File: src/rtl/uart_rx_deser_if.sv
// Holding-register handshake between the RX deserializer and its consumer.
// The master side presents the word; the slave side accepts it with out_ready.
interface uart_rx_deser_if #(
  parameter int DATA_W = 8
) ();
  logic [DATA_W-1:0] out_data;
  logic              out_valid;
  logic              out_ready;

  modport master (
    output out_data,
    output out_valid,
    input  out_ready
  );

  modport slave (
    input  out_data,
    input  out_valid,
    output out_ready
  );
endinterface

File: src/rtl/uart_rx_deser.sv
// UART RX deserializer: shifts sampled bits into a word and counts bits.
// Completed words go to a one-entry holding register with sticky overrun.
module uart_rx_deser #(
  parameter int DATA_W    = 8,
  parameter bit LSB_FIRST = 1'b1,
  parameter int CNT_W     = $clog2(DATA_W + 1)
) (
  input  logic              clk,
  input  logic              rst,
  input  logic              clr,
  input  logic              en,
  input  logic              edge_done,
  input  logic              samp_out,
  output logic [DATA_W-1:0] pdata,
  output logic [CNT_W-1:0]  bit_cnt,
  output logic              frame_done,
  output logic              overrun,
  input  logic              ovr_clr,
  uart_rx_deser_if.master   hs
);

  logic [DATA_W-1:0] shifted;
  logic [DATA_W-1:0] data_q;
  logic              valid_q;
  logic              shift;
  logic              last;
  logic              drain;

  generate
    if (LSB_FIRST) begin : g_lsb
      assign shifted = {samp_out, pdata[DATA_W-1:1]};
    end else begin : g_msb
      assign shifted = {pdata[DATA_W-2:0], samp_out};
    end
  endgenerate

  assign shift = en && edge_done && !clr;
  assign last  = shift && (bit_cnt == CNT_W'(DATA_W - 1));
  assign drain = valid_q && hs.out_ready;

  assign hs.out_data  = data_q;
  assign hs.out_valid = valid_q;

  always_ff @(posedge clk or negedge rst) begin
    if (!rst) begin
      pdata      <= '0;
      bit_cnt    <= '0;
      frame_done <= 1'b0;
      data_q     <= '0;
      valid_q    <= 1'b0;
      overrun    <= 1'b0;
    end else begin
      frame_done <= last;

      if (clr) begin
        pdata   <= '0;
        bit_cnt <= '0;
      end else if (shift) begin
        pdata   <= shifted;
        bit_cnt <= last ? '0 : bit_cnt + CNT_W'(1);
      end

      // A load always refills the slot, even if the old word drains now.
      if (last) begin
        data_q  <= shifted;
        valid_q <= 1'b1;
      end else if (drain) begin
        valid_q <= 1'b0;
      end

      // Set beats clear so a fresh overrun is never lost.
      if (last && valid_q && !hs.out_ready) begin
        overrun <= 1'b1;
      end else if (ovr_clr) begin
        overrun <= 1'b0;
      end
    end
  end

endmodule

File: src/flat_wrapper.sv
// flat-port wrapper written by rule: the top's interface ports become plain ports
module uart_rx_deser_flat 
#(
  parameter int DATA_W    = 8,
  parameter bit LSB_FIRST = 1'b1,
  parameter int CNT_W     = $clog2(DATA_W + 1)
)
  (clk, rst, clr, en, edge_done, samp_out, pdata, bit_cnt, frame_done, overrun, ovr_clr, hs_out_data, hs_out_valid, hs_out_ready);
  uart_rx_deser_if #(.DATA_W(DATA_W)) hs_i ();
  input  logic clk;
  input  logic rst;
  input  logic clr;
  input  logic en;
  input  logic edge_done;
  input  logic samp_out;
  output logic [DATA_W-1:0] pdata;
  output logic [CNT_W-1:0] bit_cnt;
  output logic frame_done;
  output logic overrun;
  input  logic ovr_clr;
  output wire logic [$bits(hs_i.out_data)-1:0] hs_out_data;
  output wire logic [$bits(hs_i.out_valid)-1:0] hs_out_valid;
  input wire logic [$bits(hs_i.out_ready)-1:0] hs_out_ready;
  assign hs_out_data = hs_i.out_data;
  assign hs_out_valid = hs_i.out_valid;
  assign hs_i.out_ready = hs_out_ready;
  uart_rx_deser #(.DATA_W(DATA_W), .LSB_FIRST(LSB_FIRST), .CNT_W(CNT_W)) u_core (.clk(clk), .rst(rst), .clr(clr), .en(en), .edge_done(edge_done), .samp_out(samp_out), .pdata(pdata), .bit_cnt(bit_cnt), .frame_done(frame_done), .overrun(overrun), .ovr_clr(ovr_clr), .hs(hs_i));
endmodule
File: config.mk
export PLATFORM = sky130hd
export DESIGN_NAME = uart_rx_deser_flat
export DESIGN_NICKNAME = d
export VERILOG_FILES = /design/src/rtl/uart_rx_deser_if.sv /design/src/rtl/uart_rx_deser.sv /design/src/flat_wrapper.sv
export SDC_FILE = /design/constraint.sdc
export NUM_CORES = 1
export LEC_CHECK = 0
export BUFFER_PORTS_ARGS = -buffer_cell sky130_fd_sc_hd__buf_2
export CAP_MARGIN = 15
export CORE_UTILIZATION = 40
export DETAILED_ROUTE_END_ITERATION = 8
export HOLD_SLACK_MARGIN = 0.02
export PLACE_DENSITY_LB_ADDON = 0.3
export SLEW_MARGIN = 20
export SYNTH_ARGS = -nofsm -noshare
export SYNTH_HDL_FRONTEND = slang
export SYNTH_SLANG_ARGS = --single-unit
File: constraint.sdc
create_clock -name clk -period 2.1 [get_ports clk]
set_input_delay 0.42 -clock clk [delete_from_list [all_inputs] [get_ports clk]]
set_output_delay 0.42 -clock clk [all_outputs]
set_load 0.05 [all_outputs]
* Word-level counts from Yosys, hierarchy flattened
Index checks and enable logic that the tools add are counted.
W data, S select, Z words.
** Word-level totals
- Register bits :: 23
- Bits of input ports :: 8
- Output and inout port bits :: 23
- Logic and storage cells :: 28
** Operators by class
- Add/sub/neg operators :: 1
- Equal/unequal tests :: 1
- Multiplexer cells :: 9
- Reduce and logical (&&, ||, !) cells :: 11
** Operator list (number)
- $mux W8 :: 2
- $mux W4 :: 3
- $logic_and A1 B1 Y1 :: 6
- $reduce_bool A2 Y1 :: 3
- $add A4 B1 Y4 const B :: 1
- $eq A4 B3 Y1 const B :: 1
- $mux W1 :: 4
- $logic_not A1 Y1 :: 2

* Depth between registers and ports, before layout
- Depth in word-level cells :: 6
- Depth in mapped cells :: 5
- Mapped depth without buffers :: 4

* Least setup slack after synthesis
No wires, ideal clock.
- Kind :: register to register
- Start point :: register u_core.bit_cnt[0]
- End point :: register u_core.data_q[0], in the netlist u_core.hs.out_data[0]
- Data arrival time :: 1828 ps
- Path slack :: 147 ps
- Cell stages (with the launch flop) :: 6
- Path buffers :: 1
- Cells stage by stage :: dfrtp_1 -> ha_1 -> nand3b_1 -> or3_4 -> buf_6 -> mux2_4
** Between the ends
- Word-level cells in the longest chain between the ends :: 2
** RTL lines
- from (decl) :: line uart_rx_deser.sv:15 : output logic [CNT_W-1:0] bit_cnt,
- from (signal assigned) :: line uart_rx_deser.sv:60 : bit_cnt <= last ? '0 : bit_cnt + CNT_W'(1);
- $eq A4 B3 Y1 :: line uart_rx_deser.sv:38 : assign last = shift && (bit_cnt == CNT_W'(DATA_W - 1));
- $logic_and A1 B1 Y1 :: line uart_rx_deser.sv:38
- to (signal assigned) :: line uart_rx_deser.sv:65 : data_q <= shifted;
- to (decl) :: line uart_rx_deser.sv:23 : logic [DATA_W-1:0] data_q;
Every way passes these cells.
A chain may end at the register's enable or synchronous reset.

* Final worst setup path
- Start point :: register u_core.bit_cnt[0]
- End point :: register u_core.data_q[6], in the netlist u_core.hs.out_data[6]
The elaborated chain is that of the path after synthesis.

==> flow_summary.json <==
{
  "outcome": "complete, no violations",
  "dpl.cell_count": 137,
  "r2r-end": "u_core.hs.out_data[6]",
  "place_area_sq_um": 1120,
  "post_cts_buffers": 0,
  "drive_gt1_share_pct": 38.9,
  "worst_ep_required_time_ps": 2300,
  "peakVddDrop_mv": 0.434,
  "tritoncts": "built",
  "htreeDepth": 1,
  "wl_per_cell_um": 12.5,
  "cap_violations": 0,
  "rsz0062_at_grt": "false",
  "synthToLayoutAreaGrowth_pct": 20.8,
  "path_cells": "ha_1 -> nand3b_1 -> or3_4 -> mux2_4",
  "place_congestion": 0.689,
  "start_util_pct": 42.5,
  "syn_avg_cell_area_sq_um": 11.6,
  "die_y_um": 50.7,
  "n_antenna_cell": 0,
  "yosysWarnings": 0,
  "grt-ovfl-total": 0,
  "relSlewSlack_pct": 67.1,
  "nNetsFinal": 123,
  "dpl.hpwl_mm": 1.26,
  "grt_pass1_vias": 652,
  "power_density_nw_per_um2": 610,
  "ff2ff_path_depth": 4,
  "grt_pass1_wl_mm": 3.03,
  "leakagePower_nw": 0.639,
  "ys_seq_area_share_pct": 60.7,
  "insertion_delay_ps": 300,
  "port_buffers": 30,
  "syn_inst": 82,
  "worstHoldPathType": "in -> async",
  "skew_ps": 3.70,
  "grt_start_max_net_pins": 24,
  "tightest_slew_ps": 493,
  "clock_sinks": 23,
  "die_w_um": 50.7,
  "cts_buffers": 3,
  "timing.reg2reg.setup_slack_ps": 400,
  "clock.fmax_mhz": 590,
  "fin_crit_sh_pct": 80.7,
  "stdcell_count": 141,
  "die_area_sq_um": 2570,
  "cts-hold-fix-buffers": 0,
  "worst-path-buf-inv": 0,
  "std_cell_rows": 17,
  "first_iter_violations": 12,
  "cp-start-kind": "flip-flop",
  "finalSetupViolations": 0,
  "routed_via_density": 4.90,
  "synth-seq-cells": 23,
  "layout.cells.most_common_list": "30 x buf_2, 23 x dfrtp_1, 21 x nand2_1",
  "coreArea_sq_um": 2230,
  "p_total_w": 0.000699,
  "cts_buffer_depth": 2,
  "drcViolationCount": 0,
  "num_vias": 691,
  "postLayoutCellArea_sq_um": 1150,
  "syn_area_sq_um": 948,
  "path_class": "reg -> reg",
  "critical_path.top_delay_family": "simple AND/OR/NAND/NOR gates",
  "cp.arrival_ps": 1900,
  "ctsResizeCount": 0,
  "cp_max_fo": 11,
  "finalCriticalPeriod_ps": 1700,
  "antenna_found_initial": 0,
  "drv_slew": 0,
  "cts_root_buf": "clkbuf_4",
  "syn-num-nets": 91,
  "io_pins": 31,
  "r2r-start": "u_core.bit_cnt[0]",
  "cp-end-kind": "flip-flop",
  "clk_pin_slew_worst_paths_ps": 120,
  "ant_nets": 0,
  "setup_tns_ps": 0,
  "grt_usage_pct": 16.6,
  "slowest_stage": "or3_4",
  "layout.cells.most_common": "buf_2",
  "cpPeakStageDelay_ps": 490,
  "hold_viol": 0,
  "drtPass1Iterations": 6,
  "wl_mm": 1.76,
  "ys_types": 19
}
==> synthesized netlist by cell type (all sizes together) <==
library cell,count,area [sq um]
o22ai,1,6.26
nor2,1,3.75
and2,1,6.26
nand2b,1,6.26
mux2,8,116
a21oi,11,55.1
clkbuf,3,11.3
xor2,1,8.76
dfrtp,23,576
buf,1,11.3
or4,1,7.51
o21ai,1,5.00
ha,1,12.5
nand2,21,78.8
nand3,2,10.0
nand3b,2,15.0
inv,2,7.51
or3,1,11.3
==> flip-flops by register name, summed over array words and instances, names as in the netlist <==
register             count
u_core.frame_done        1
u_core.pdata             8
u_core.hs.out_valid      1
u_core.overrun           1
u_core.bit_cnt           4
u_core.hs.out_data       8
==> worst reg2reg max path: cells and delay by family, from the launching register on <==
| family | cells | cell delay, ps |
|---|---|---|
| adder cells (fa/ha/maj) | 1 | 230 |
| flip-flops | 1 | 430 |
| multiplexers | 1 | 330 |
| AND/OR/NAND/NOR | 2 | 610 |
==> metrics by stage <==
step	utilization, %	hold slack, ps	setup slack [ps]
finish	51.3	60.4	404
global route	51.3	75.7	358
CTS	51.3	67.3	425
detailed placement	50.1	418	449
global placement	50.1	415	526
floorplan	-	124	147
==> worst max path at each step <==
stage / end / depth (start not counted) / slack [ps] / startpoint
finish: u_core.hs.out_data[6] / 4 / 400 / u_core.bit_cnt[0]
floorplan: u_core.hs.out_data[0] / 5 / 150 / u_core.bit_cnt[0]
global placement: u_core.hs.out_data[6] / 4 / 530 / u_core.bit_cnt[0]
detailed placement: u_core.hs.out_data[6] / 4 / 450 / u_core.bit_cnt[0]
CTS: u_core.hs.out_data[6] / 4 / 430 / u_core.bit_cnt[0]
global route: u_core.hs.out_data[7] / 4 / 360 / u_core.bit_cnt[0]
==> cell type report <==
type	count	area, sq um
fillers	208	1090
flip-flops and latches	23	576
multi-input cells	53	343
repair buffers	31	158
well taps	28	35.0
clock buffers	3	22.5
inverters	2	7.51
clock inverters	1	5.00
==> cells by family (layout without fill, tap and decap cells) <==
group,Yosys count,count (layout),share of synthesized area [%]
AND/OR/NAND/NOR,30,30,14.6
flip-flops,23,23,60.7
AO/OA/AOI/OAI,13,13,6.99
multiplexers,8,8,12.3
buffers and inverters,6,37,3.17
adder cells (fa/ha/maj),1,1,1.32
XOR/XNOR,1,1,0.924
==> report_power, final <==
group	internal, W	leakage (nW)	switching (W)
sequential	0.000446	0.320	0.00000358
clock	0.0000710	0.0177	0.000127
combinational	0.0000130	0.302	0.0000373
total	0.000530	0.639	0.000168
==> layer usage <==
layer | vias to the layer above | share of wire (%) | track usage (%) | wire length, um
met5 | - | 0 | 0 | 0
met4 | 0 | 0.79 | 9.72 | 14
met3 | 2 | 6.4 | 3.94 | 112
met2 | 27 | 48 | 25.1 | 850
met1 | 328 | 45 | 21.6 | 786
li1 | 334 | - | - | -
(Power assumes the default switching activity.)
